## config.mk

```make
export PLATFORM = sky130hd
export DESIGN_NAME = fsm_in_cond
export DESIGN_NICKNAME = d
export VERILOG_FILES = /design/src/rtl/fsm_pkg.sv /design/src/rtl/debounce_ch.sv /design/src/rtl/fsm_in_cond.sv
export SDC_FILE = /design/constraint.sdc
export NUM_CORES = 1
export LEC_CHECK = 0
export ABC_AREA = 1
export CAP_MARGIN = 20
export CORE_MARGIN = 2
export CORE_UTILIZATION = 40
export CTS_CLUSTER_DIAMETER = 100
export CTS_CLUSTER_SIZE = 25
export DETAILED_ROUTE_END_ITERATION = 16
export MAX_ROUTING_LAYER = met4
export PLACE_DENSITY = 0.65
export SLEW_MARGIN = 20
export SYNTH_ARGS = -nofsm -noshare
export SYNTH_HDL_FRONTEND = slang
export SYNTH_HIERARCHICAL = 1
export SYNTH_SLANG_ARGS = --single-unit
```

## constraint.sdc

```tcl
create_clock -name clk -period 2.03 [get_ports clk]
set_clock_uncertainty 0.1 [all_clocks]
set_input_delay 0.406 -clock clk [delete_from_list [all_inputs] [get_ports clk]]
set_output_delay 0.406 -clock clk [all_outputs]
set_load 0.05 [all_outputs]
```

## src/rtl/fsm_pkg.sv

```systemverilog
// Shared constants for the control FSM and its input conditioner.
// The FSM top-level integration picks up the same debounce defaults from here.
package fsm_pkg;

  localparam int DB_CYCLES_DEF = 4;
  localparam int CNT_W_DEF     = 3;

  // Per-channel conditioned view handed to the FSM.
  typedef struct packed {
    logic level;
    logic rise;
  } cond_t;

endpackage

```

## src/rtl/debounce_ch.sv

```systemverilog
// One conditioned input channel: two-flop synchroniser, debounce counter,
// registered clean level and a one-cycle pulse on each accepted 0->1.
module debounce_ch
  import fsm_pkg::*;
#(
  parameter int DB_CYCLES = DB_CYCLES_DEF,
  parameter int CNT_W     = CNT_W_DEF
) (
  input  logic clk,
  input  logic rst,
  input  logic raw,
  output logic level,
  output logic rise,
  output logic settled
);

  localparam logic [CNT_W-1:0] CNT_LAST = CNT_W'(DB_CYCLES - 1);

  logic             s1;
  logic             s2;
  logic [CNT_W-1:0] cnt;
  logic             accept;

  // s2 has differed from level for DB_CYCLES consecutive cycles.
  assign accept  = (s2 != level) && (cnt == CNT_LAST);
  assign settled = (s2 == level);

  // NOTE: every register here uses <= so s2 reads the old s1 and the counter,
  // level and rise all see the same pre-edge values; blocking '=' would
  // collapse the synchroniser into a single flop.
  always_ff @(posedge clk) begin
    if (rst) begin
      s1    <= 1'b0;
      s2    <= 1'b0;
      cnt   <= '0;
      level <= 1'b0;
      rise  <= 1'b0;
    end else begin
      s1   <= raw;
      s2   <= s1;
      rise <= accept && s2;
      if (s2 == level) begin
        cnt <= '0;
      end else if (accept) begin
        level <= s2;
        cnt   <= '0;
      end else begin
        cnt <= cnt + CNT_W'(1);
      end
    end
  end

endmodule

```

## src/rtl/fsm_in_cond.sv

```systemverilog
// Input conditioner for the control FSM: two independent debounced channels
// plus a combined flag that is high while neither channel has a pending change.
module fsm_in_cond
  import fsm_pkg::*;
#(
  parameter int DB_CYCLES = DB_CYCLES_DEF,
  parameter int CNT_W     = CNT_W_DEF
) (
  input  logic clk,
  input  logic rst,
  input  logic a_raw,
  input  logic b_raw,
  output logic a,
  output logic b,
  output logic a_rise,
  output logic b_rise,
  output logic stable
);

  cond_t ch_a;
  cond_t ch_b;
  logic  settled_a;
  logic  settled_b;

  debounce_ch #(
    .DB_CYCLES(DB_CYCLES),
    .CNT_W    (CNT_W)
  ) u_ch_a (
    .clk    (clk),
    .rst    (rst),
    .raw    (a_raw),
    .level  (ch_a.level),
    .rise   (ch_a.rise),
    .settled(settled_a)
  );

  debounce_ch #(
    .DB_CYCLES(DB_CYCLES),
    .CNT_W    (CNT_W)
  ) u_ch_b (
    .clk    (clk),
    .rst    (rst),
    .raw    (b_raw),
    .level  (ch_b.level),
    .rise   (ch_b.rise),
    .settled(settled_b)
  );

  assign a      = ch_a.level;
  assign b      = ch_b.level;
  assign a_rise = ch_a.rise;
  assign b_rise = ch_b.rise;
  assign stable = settled_a && settled_b;

endmodule

```

==> flow_summary_export.csv, run 1 <==
group,metric,value,unit
placement,place.gp.congestion,0.5824,
final_layout,antenna_cells,0,
yosys,synth_mux_area_frac,0,
run_status,status,"finished, final reports clean",
timing,final.period_utilization,0.9268,
power_and_ir_drop,p_sw,109.7,uW
power_and_ir_drop,seqPwrFrac,0.547,
timing,setup_tns,0,ns
floorplanning,core,0.001269,mm2
placement,place_hpwl,532.4,um
yosys,syn_inst,62,
routing,drt-initial-drc-count,2,
clock_network,cts_buffers,3,
floorplanning,die_width,40.51,um
grt,grt_pass1_wl,1193,um
yosys,avgSynthCellArea,8.597,um2
power_and_ir_drop,switching_share,0.2135,
final_layout,drive_gt1_frac,0.2027,
timing,min_period,1.881,ns
grt,grt_usage,0.1229,
power_and_ir_drop,combPwrFrac,0.066,
setup_path,end_kind,"output pin",
routing,wirelength,684,um
yosys,yosys.cell_types.count,11,
yosys,synth_top_area_cell,"dfxtp_1",
setup_path,crit_path_max_incr_delay,0.79,ns
final_layout,syn2layout_area_growth,26.29,%
setup_path,critical_path_required,1.52,ns
final_layout,final_net_count,83,
yosys,synth_seq_area_share,0.5258,
setup_path,critPathArrivalTime,1.38,ns
placement,io_buffers,8,
routing,num_vias,379,
routing,ant_nets,0,
power_and_ir_drop,pwr-share-clk,0.387,
yosys,synth_top_cell_area_share,0.5258,
floorplanning,die-area,0.001641,mm2
yosys,yosysWarnings,6,
yosys,synth_nets,70,
clock_network,cts_tree,"built",
timing,fmax,531.5,MHz
setup_path,path_max_fanout,1,
routing,dr.pass1.iters,2,
setup_path,worst-setup-path-type,"reg -> out",
yosys,synth_compound_area_frac,0.01878,
setup_path,r2r_setup_slack,0.79,ns
yosys,synth_top_family_by_area,"simple AND/OR/NAND/NOR gates",
placement,dp_slack,0.4467,ns
timing,maxSlewViolCount,0,
routing,drc_errors,0,
yosys,post_synth_fa_ha_maj_area_fraction,0.09390,
power_and_ir_drop,peakVddDrop,298.8,uV
clock_network,clock_sinks,14,
floorplanning,start_util,0.4201,
clock_network,path_clk_slew,0.09,ns
routing,via_per_inst,4.258,
floorplanning,dieHeight,40.51,um
yosys,synth-xor-area-share,0,
grt,antenna_found_initial,0,
yosys,syn_area,533.0,um2
job,maxCapViolations,0,
setup_path,worst_setup_path_start_kind,"register",
power_and_ir_drop,p_leak,0.0003007,uW
timing,final-hold-violation-count,0,
hold_path,holdCritPathClass,"reg -> reg",
clock_network,cts_setup_buffers,0,
timing,finalSetupViolations,0,
timing,maxSlewHeadroom,0.6742,
floorplanning,row_count,13,
power_and_ir_drop,p_per_area,763.1,mW/mm2
timing,tightest_slew,0.4871,ns
yosys,synthSimpleGateAreaFrac,0.2559,
setup_path,crit_chain,"clkdlybuf4s50_1",
clock_network,cts_root_buf,"clkbuf_4",
grt,grt_start_max_net_pins,9,
clock_network,cts_resized,0,
grt,grt_overflow,0,
setup_path,critical_path.top_delay_family,"buffers and inverters",
setup_path,cp_slowest_cell,"clkdlybuf4s50_1",
floorplanning,ios,9,
clock_network,ctsHtreeMaxLevel,1,
routing,wl_per_cell,7.685,um
grt,grt_pass1_vias,320,
yosys,ys_ff_latch,14,
clock_network,clk_latency,0.27,ns
power_and_ir_drop,internal_power,404.0,uW
setup_path,crit_buf_inv,1,
clock_network,hold_buffers,0,
clock_network,cts_buffer_depth,2,
timing,final.setup.worst_slack,0.1485,ns
yosys,synth_area_leaders,"dfxtp_1, ha_1, inv_1, nor2_1, nand2_1",
timing,rsz0062_at_grt,"false",
==> final timing paths <==
check | from | endpoint | cells after the start
worst max-delay path | u_ch_b/rise | b_rise | 1
worst min-delay path | u_ch_a/s1 | u_ch_a/s2 | 2
worst max register to register | u_ch_a/cnt[0] | u_ch_a/cnt[0] | 5
worst min register to register | u_ch_a/s1 | u_ch_a/s2 | 2
==> stage by stage <==
stage                     hold WS (ns)  utilization  instances  area [um2]  total power, uW
after floorplan                 0.2883            -         62       533.0            304.8
after global placement          0.2906       0.5020         85       636.9            321.0
after detailed placement        0.2957       0.5020         85       636.9            321.7
after CTS                       0.3086       0.5306         89       673.1            526.2
after global routing            0.3308       0.5306         89       673.1            539.1
final                           0.3069       0.5306         89       673.1            513.7
==> logic make-up (layout without fill, tap and decap cells) <==
| family | Yosys count | count (layout) |
|---|---|---|
| and+or+nand+nor | 27 | 27 |
| buffers and inverters | 15 | 27 |
| DFF | 14 | 14 |
| adders and majority gates | 4 | 4 |
| AOI/OAI and AO/OA | 2 | 2 |
==> cell usage in the layout, fill, tap and decap left out, drive strengths merged <==
cell type	count
buf	3
clkbuf	4
clkdlybuf4s50	5
dfxtp	14
ha	4
inv	15
nand2	11
nand3	2
nor2	12
nor3	2
o21ai	2
==> power by group through the flow <==
| stage | registers [uW] | clock network (uW) | logic [uW] |
|---|---|---|---|
| floorplan | 287 | 0 | 17.6 |
| global placement | 287 | 0 | 33.6 |
| detailed placement | 288 | 0 | 34.0 |
| CTS | 281 | 211 | 34.1 |
| global route | 282 | 220 | 37.7 |
| finish | 281 | 199 | 33.7 |
==> registers in the layout, summed over array words and instances, names as in the netlist <==
register / flops
u_ch_a/cnt: 3
u_ch_a/level: 1
u_ch_a/rise: 1
u_ch_a/s1: 1
u_ch_a/s2: 1
u_ch_b/cnt: 3
u_ch_b/level: 1
u_ch_b/rise: 1
u_ch_b/s1: 1
u_ch_b/s2: 1
==> layout make-up <==
type,instances,area (um2)
fillers,127,595.6
flip-flops and latches,14,280.3
inverters,15,56.30
clock buffers,4,36.28
well taps,15,18.77
multi-input cells,33,196.4
repair buffers,8,85.08
==> cells in the mapped netlist <==
| cell type | number |
|---|---|
| nor3_1 | 2 |
| nand3_2 | 2 |
| inv_1 | 13 |
| o21ai_0 | 2 |
| nor2_4 | 2 |
| dfxtp_1 | 14 |
| nand2_1 | 9 |
| inv_2 | 2 |
| nand2_2 | 2 |
| ha_1 | 4 |
| nor2_1 | 10 |
==> per-layer routing <==
layer,wire length [um],up-vias,GRT usage
met5,0,-,-
met4,11,0,0.1000
met3,30,2,0.05000
met2,317,6,0.1825
met1,324,165,0.1259
li1,-,206,-
(Power assumes the default switching activity.)
==> inputs of run 2 (changes only) <==
- SETUP_SLACK_MARGIN: not set -> 0.15
==> run 2 against run 1 <==
Clock power is essentially flat. First-iteration DRC count unchanged. Sequential power is essentially flat. Cell area down 0.37%. Maximum frequency increased by 14%. Power hardly changed. Non-clock buffer count unchanged. Worst setup slack improved by 0.24 ns. Via count is the same. Critical endpoint is now stable. Largest cell class unchanged. Largest power group unchanged.
==> flow_summary_export.csv, run 2 (same netlist as run 1, synthesis figures left out) <==
group,metric,value,unit
clock_network,cts_buffer_depth,2,
final_layout,ff_latch_area,280.3,um2
timing,setup_tns,0,ns
clock_network,cts_root_buf,"clkbuf_4",
setup_path,crit_chain,"nand2_1 -> nand2_1 -> nand2_1 -> inv_1 -> buf_12",
setup_path,crit_path_max_incr_delay,0.41,ns
run_status,status,"finished, final reports clean",
final_layout,multiInputGateArea,196.4,um2
final_layout,instances_no_fill,89,
floorplanning,die_width,40.51,um
routing,drt-initial-drc-count,2,
grt,grt_pass1_wl,1193,um
clock_network,ctsHtreeMaxLevel,1,
grt,grt_usage,0.1229,
placement,place.gp.congestion,0.5824,
clock_network,clk_latency,0.27,ns
floorplanning,ios,9,
power_and_ir_drop,peakVddDrop,298.8,uV
floorplanning,die-area,0.001641,mm2
setup_path,startpoint,"u_ch_b/level",
final_layout,layout_commonest_cell,"dfxtp_1",
grt,grt_overflow,0,
placement,io_buffers,8,
clock_network,cts_tree,"built",
hold_path,holdCritPathClass,"reg -> reg",
timing,fmax,608.0,MHz
setup_path,end_kind,"output pin",
setup_path,path_depth,5,
floorplanning,start_util,0.4201,
setup_path,worstReg2RegStart,"u_ch_a/cnt[0]",
clock_network,clock_sinks,14,
setup_path,r2r_setup_slack,0.79,ns
setup_path,worst_setup_path_start_kind,"register",
setup_path,critical_path.top_delay_family,"flip-flops",
clock_network,cts_setup_buffers,0,
grt,grt_start_max_net_pins,9,
setup_path,rr_worst_depth,5,
setup_path,r2r_end,"u_ch_a/cnt[0]",
floorplanning,core,0.001269,mm2
routing,dr.pass1.iters,2,
clock_network,path_clk_slew,0.09,ns
clock_network,cts_buffers,3,
grt,grt_use_met3,0.05000,
grt,grt_pass1_vias,320,
floorplanning,dieHeight,40.51,um
setup_path,cp_slowest_cell,"dfxtp_1",
grt,busiest_layer,"met2",
final_layout,n_fill_cell,128,
job,maxCapViolations,0,
routing,drc_errors,0,
final_layout,drive_gt1_frac,0.2027,
timing,maxSlewViolCount,0,
setup_path,critPathArrivalTime,1.14,ns
power_and_ir_drop,p_per_area,766.0,mW/mm2
routing,wirelength,683,um
final_layout,antenna_cells,0,
grt,use_met1,0.1259,
placement,placedCellCount,85,
setup_path,critical_path_required,1.52,ns
setup_path,path_max_fanout,5,
clock_network,hold_buffers,0,
timing,final-hold-violation-count,0,
grt,use_met2,0.1825,
final_layout,utilization,0.5286,
final_layout,syn2layout_area_growth,25.82,%
final_layout,final_net_count,83,
timing,tightest_slew,0.4812,ns
final_layout,final_cell_mix,"dfxtp_1, inv_1, nor2_1, nand2_1, ha_1",
setup_path,crit_buf_inv,2,
setup_path,endpoint,"stable",
final_layout,reg_top3,"u_ch_a/cnt: 3 flops, u_ch_b/cnt: 3 flops",
placement,place_hpwl,532.4,um
grt,antenna_found_initial,0,
routing,via_per_inst,4.258,
power_and_ir_drop,p_leak,0.0003104,uW
timing,maxSlewHeadroom,0.6805,
routing,ant_nets,0,
setup_path,worst-setup-path-type,"reg -> out",
timing,min_period,1.645,ns
routing,wl_per_cell,7.674,um
setup_path,cpMostUsedCell,"nand2_1",
timing,final.period_utilization,0.8102,
timing,rsz0062_at_grt,"false",
routing,num_vias,379,
timing,finalSetupViolations,0,
floorplanning,row_count,13,
## run 2: cell type report
| class | count | share of cell area |
|---|---|---|
| Sequential cell | 14 | 0.4179 |
| Tap cell | 15 | 0.02799 |
| Timing Repair Buffer | 8 | 0.1231 |
| Clock buffer | 4 | 0.05410 |
| Multi-Input combinational cell | 33 | 0.2929 |
| Inverter | 15 | 0.08396 |
## run 2: report_power, final
part	total, uW	internal [uW]	switching [uW]
Clock	199	109	89.9
Combinational	33.7	15.7	18.0
Sequential	281	279	1.82
## run 2: tightest hold or removal path, stage by stage (launching register included)
cell and delay [ns]:
dfxtp_1 0.30, inv_1 0.04, nor2_1 0.03
## run 2: routing by layer
| metal | share of wire | wire, um |
|---|---|---|
| met5 | 0 | 0 |
| met4 | 0.016 | 11 |
| met1 | 0.47 | 323 |
| met3 | 0.045 | 31 |
| met2 | 0.46 | 317 |
## run 2: metrics by stage
stage | hold slack [ns] | worst slack [ns] | total power (uW) | instance area, um2
finish | 0.3069 | 0.3852 | 513.7 | 670.6
global route | 0.3308 | 0.2569 | 539.1 | 670.6
CTS | 0.3086 | 0.3531 | 526.2 | 670.6
detailed placement | 0.2957 | 0.4467 | 321.7 | 636.9
global placement | 0.2906 | 0.4536 | 321.0 | 636.9
floorplan | 0.2883 | 0.2490 | 304.8 | 533.0
## run 2: worst min path at each step
stage | slack (ns) | cells after the start | startpoint | end
after floorplan | 0.29 | 2 | u_ch_a/s1 | u_ch_a/s2
final | 0.31 | 2 | u_ch_a/s1 | u_ch_a/s2
after CTS | 0.31 | 2 | u_ch_a/s1 | u_ch_a/s2
after global routing | 0.33 | 2 | u_ch_a/s1 | u_ch_a/s2
after detailed placement | 0.30 | 2 | u_ch_a/s1 | u_ch_a/s2
after global placement | 0.29 | 2 | u_ch_b/s1 | u_ch_b/s2
## run 2: repair_timing
action / 4_1_cts / 5_1_grt
setup endpoints to repair: 2 / 0
gates resized for setup: 2 / 0
endpoints found under the hold margin: 0 / 0
==> inputs of run 3 (changes only) <==
- PLACE_DENSITY: 0.65 -> 0.67
- clock period: 2.03 -> 1.5 ns (I/O delays scaled with it)
==> run 3 against run 2 <==
Register-to-register slack worse by 0.52 ns. The run now ends with setup timing left. Flip-flop and latch count stayed put. Highest routed layer is now met3. Clock power down 3%. Combinational power rose by 55%. Critical path depth did not move. Largest power group unchanged. Via count increased by 1.6%. Worst setup slack lost 0.39 ns. Count of clock-buffer cells in the layout down 1. Sequential power up 34%. Utilization up 7.3 points.
==> flow_summary_export.csv, run 3 (same netlist as run 1, synthesis figures left out) <==
group,metric,value,unit
timing,final.period_utilization,1.006,
clock_network,hold_buffers,0,
setup_path,end_kind,"output pin",
clock_network,clk_latency,0.26,ns
setup_path,crit_path_max_incr_delay,0.36,ns
placement,place_hpwl,563.6,um
setup_path,cp_slowest_cell,"dfxtp_4",
final_layout,final_net_count,88,
grt,grt_pass1_wl,1262,um
power_and_ir_drop,p_leak,0.0003351,uW
routing,wirelength,716,um
placement,placed_cell_area,700.7,um2
final_layout,syn2layout_area_growth,43.19,%
grt,grt_overflow,0,
power_and_ir_drop,p_per_area,816.6,mW/mm2
placement,dp_slack,0.06028,ns
setup_path,worst_setup_path_start_kind,"register",
grt,grt_pass1_vias,340,
clock_network,path_clk_slew,0.08,ns
timing,tightest_slew,0.3676,ns
grt,grt_start_max_net_pins,8,
floorplanning,core,0.001269,mm2
run_status,status,"complete, but fails checks",
setup_path,worst-setup-path-type,"reg -> out",
hold_path,holdCritPathClass,"reg -> reg",
setup_path,cpMostUsedCell,"nand2_2",
floorplanning,die-area,0.001641,mm2
routing,num_vias,385,
floorplanning,die_width,40.51,um
placement,placedCellCount,86,
final_layout,final_cell_mix,"inv_1, nor2_1, dfxtp_1, nand2_1",
final_layout,drive_gt1_frac,0.3846,
timing,final.setup.worst_slack,-0.008804,ns
clock_network,cts_buffer_depth,2,
setup_path,path_max_fanout,4,
timing,maxSlewHeadroom,0.7542,
clock_network,clock_sinks,14,
timing,maxSlewViolCount,0,
routing,drt-initial-drc-count,5,
routing,ant_nets,0,
clock_network,cts_tree,"built",
job,maxCapViolations,0,
timing,final-hold-violation-count,0,
power_and_ir_drop,power,623.2,uW
grt,antenna_found_initial,0,
final_layout,layout_commonest_cell,"inv_1",
placement,io_buffers,8,
timing,min_period,1.509,ns
routing,wl_per_cell,7.699,um
floorplanning,ios,9,
setup_path,critical_path_required,1.10,ns
placement,place.gp.congestion,0.6807,
routing,dr.pass1.iters,2,
floorplanning,row_count,13,
final_layout,antenna_cells,0,
grt,grt_usage,0.1235,
final_layout,utilization,0.6016,
setup_path,crit_chain,"nand2_1 -> nand2_2 -> nand2_2 -> clkinvlp_4 -> buf_12",
final_layout,reg_top3,"u_ch_a/cnt: 3 flops, u_ch_b/cnt: 3 flops",
clock_network,ctsHtreeMaxLevel,1,
run_status,violations,"setup timing",
clock_network,cts_buffers,3,
floorplanning,start_util,0.4201,
final_layout,n_fill_cell,106,
timing,fmax,662.8,MHz
timing,rsz0062_at_grt,"true",
power_and_ir_drop,peakVddDrop,571.0,uV
setup_path,critPathArrivalTime,1.11,ns
clock_network,cts_root_buf,"clkbuf_4",
final_layout,stdcell_area,763.2,um2
timing,finalSetupViolations,1,
routing,via_per_inst,4.140,
routing,drc_errors,0,
final_layout,instances_no_fill,93,
floorplanning,dieHeight,40.51,um
==> run 3: cell count changes in the layout (fill, tap and decap cells not counted), sizes merged <==
cell         previous run  this run
buf                     3        10
clkbuf                  4         3
clkinvlp                0         1
dlygate4sd2             2         0
inv                    15        14
==> run 3: per-stage QoR <==
step                hold slack, ns  setup TNS, ns
finish                      0.2954      -0.008804
global placement            0.2905              0
global route                0.3269       -0.06598
detailed placement          0.2951              0
floorplan                   0.2712              0
CTS                         0.2984              0
==> run 3: final timing paths <==
check	start	end	slack, ns	cells after the start
hold / removal	u_ch_b/s1	u_ch_b/s2	0.30	2
setup / recovery	u_ch_a/level	stable	-0.009	5
hold reg to reg	u_ch_b/s1	u_ch_b/s2	0.30	2
setup reg to reg	u_ch_b/cnt[0]	u_ch_b/cnt[1]	0.27	5
==> run 3: layout make-up <==
class | count | area (um2) | share of cell area
clock buffer | 3 | 22.52 | 0.02951
inverter | 15 | 60.06 | 0.07869
multi-input combinational | 33 | 203.9 | 0.2672
sequential | 14 | 290.3 | 0.3803
tap | 15 | 18.77 | 0.02459
timing repair buffer | 13 | 167.7 | 0.2197
==> run 3: timing repair <==
| action | 4_1_cts | 5_1_grt |
|---|---|---|
| gates resized for setup | 4 | 2 |
| pin swaps | 2 | 1 |
| buffers inserted | 4 | 0 |
| cloned | 0 | 0 |
| setup endpoints to repair | 1 | 1 |
==> run 3: report_power, final <==
| part | switching [uW] | total, uW | leakage [uW] | internal, uW |
|---|---|---|---|---|
| clock network | 101 | 194 | 0.0000138 | 92.5 |
| logic | 27.0 | 52.1 | 0.000205 | 25.1 |
| registers | 2.62 | 377 | 0.000116 | 375 |
| total | 131 | 623 | 0.000335 | 492 |
==> run 3: critical path: cells and delay by family (launching register included) <==
kind / cells / cell delay [ns]
buffers and inverters: 2 / 0.24
DFF: 1 / 0.36
and+or+nand+nor: 3 / 0.25
==> run 3: metal layers <==
| metal | wire length (um) | up-vias | track usage |
|---|---|---|---|
| met5 | 0 | - | - |
| met2 | 380 | 7 | 0.1984 |
| met1 | 311 | 162 | 0.1342 |
| li1 | - | 216 | - |
| met3 | 24 | 0 | 0.05000 |
| met4 | 0 | 0 | 0.05000 |
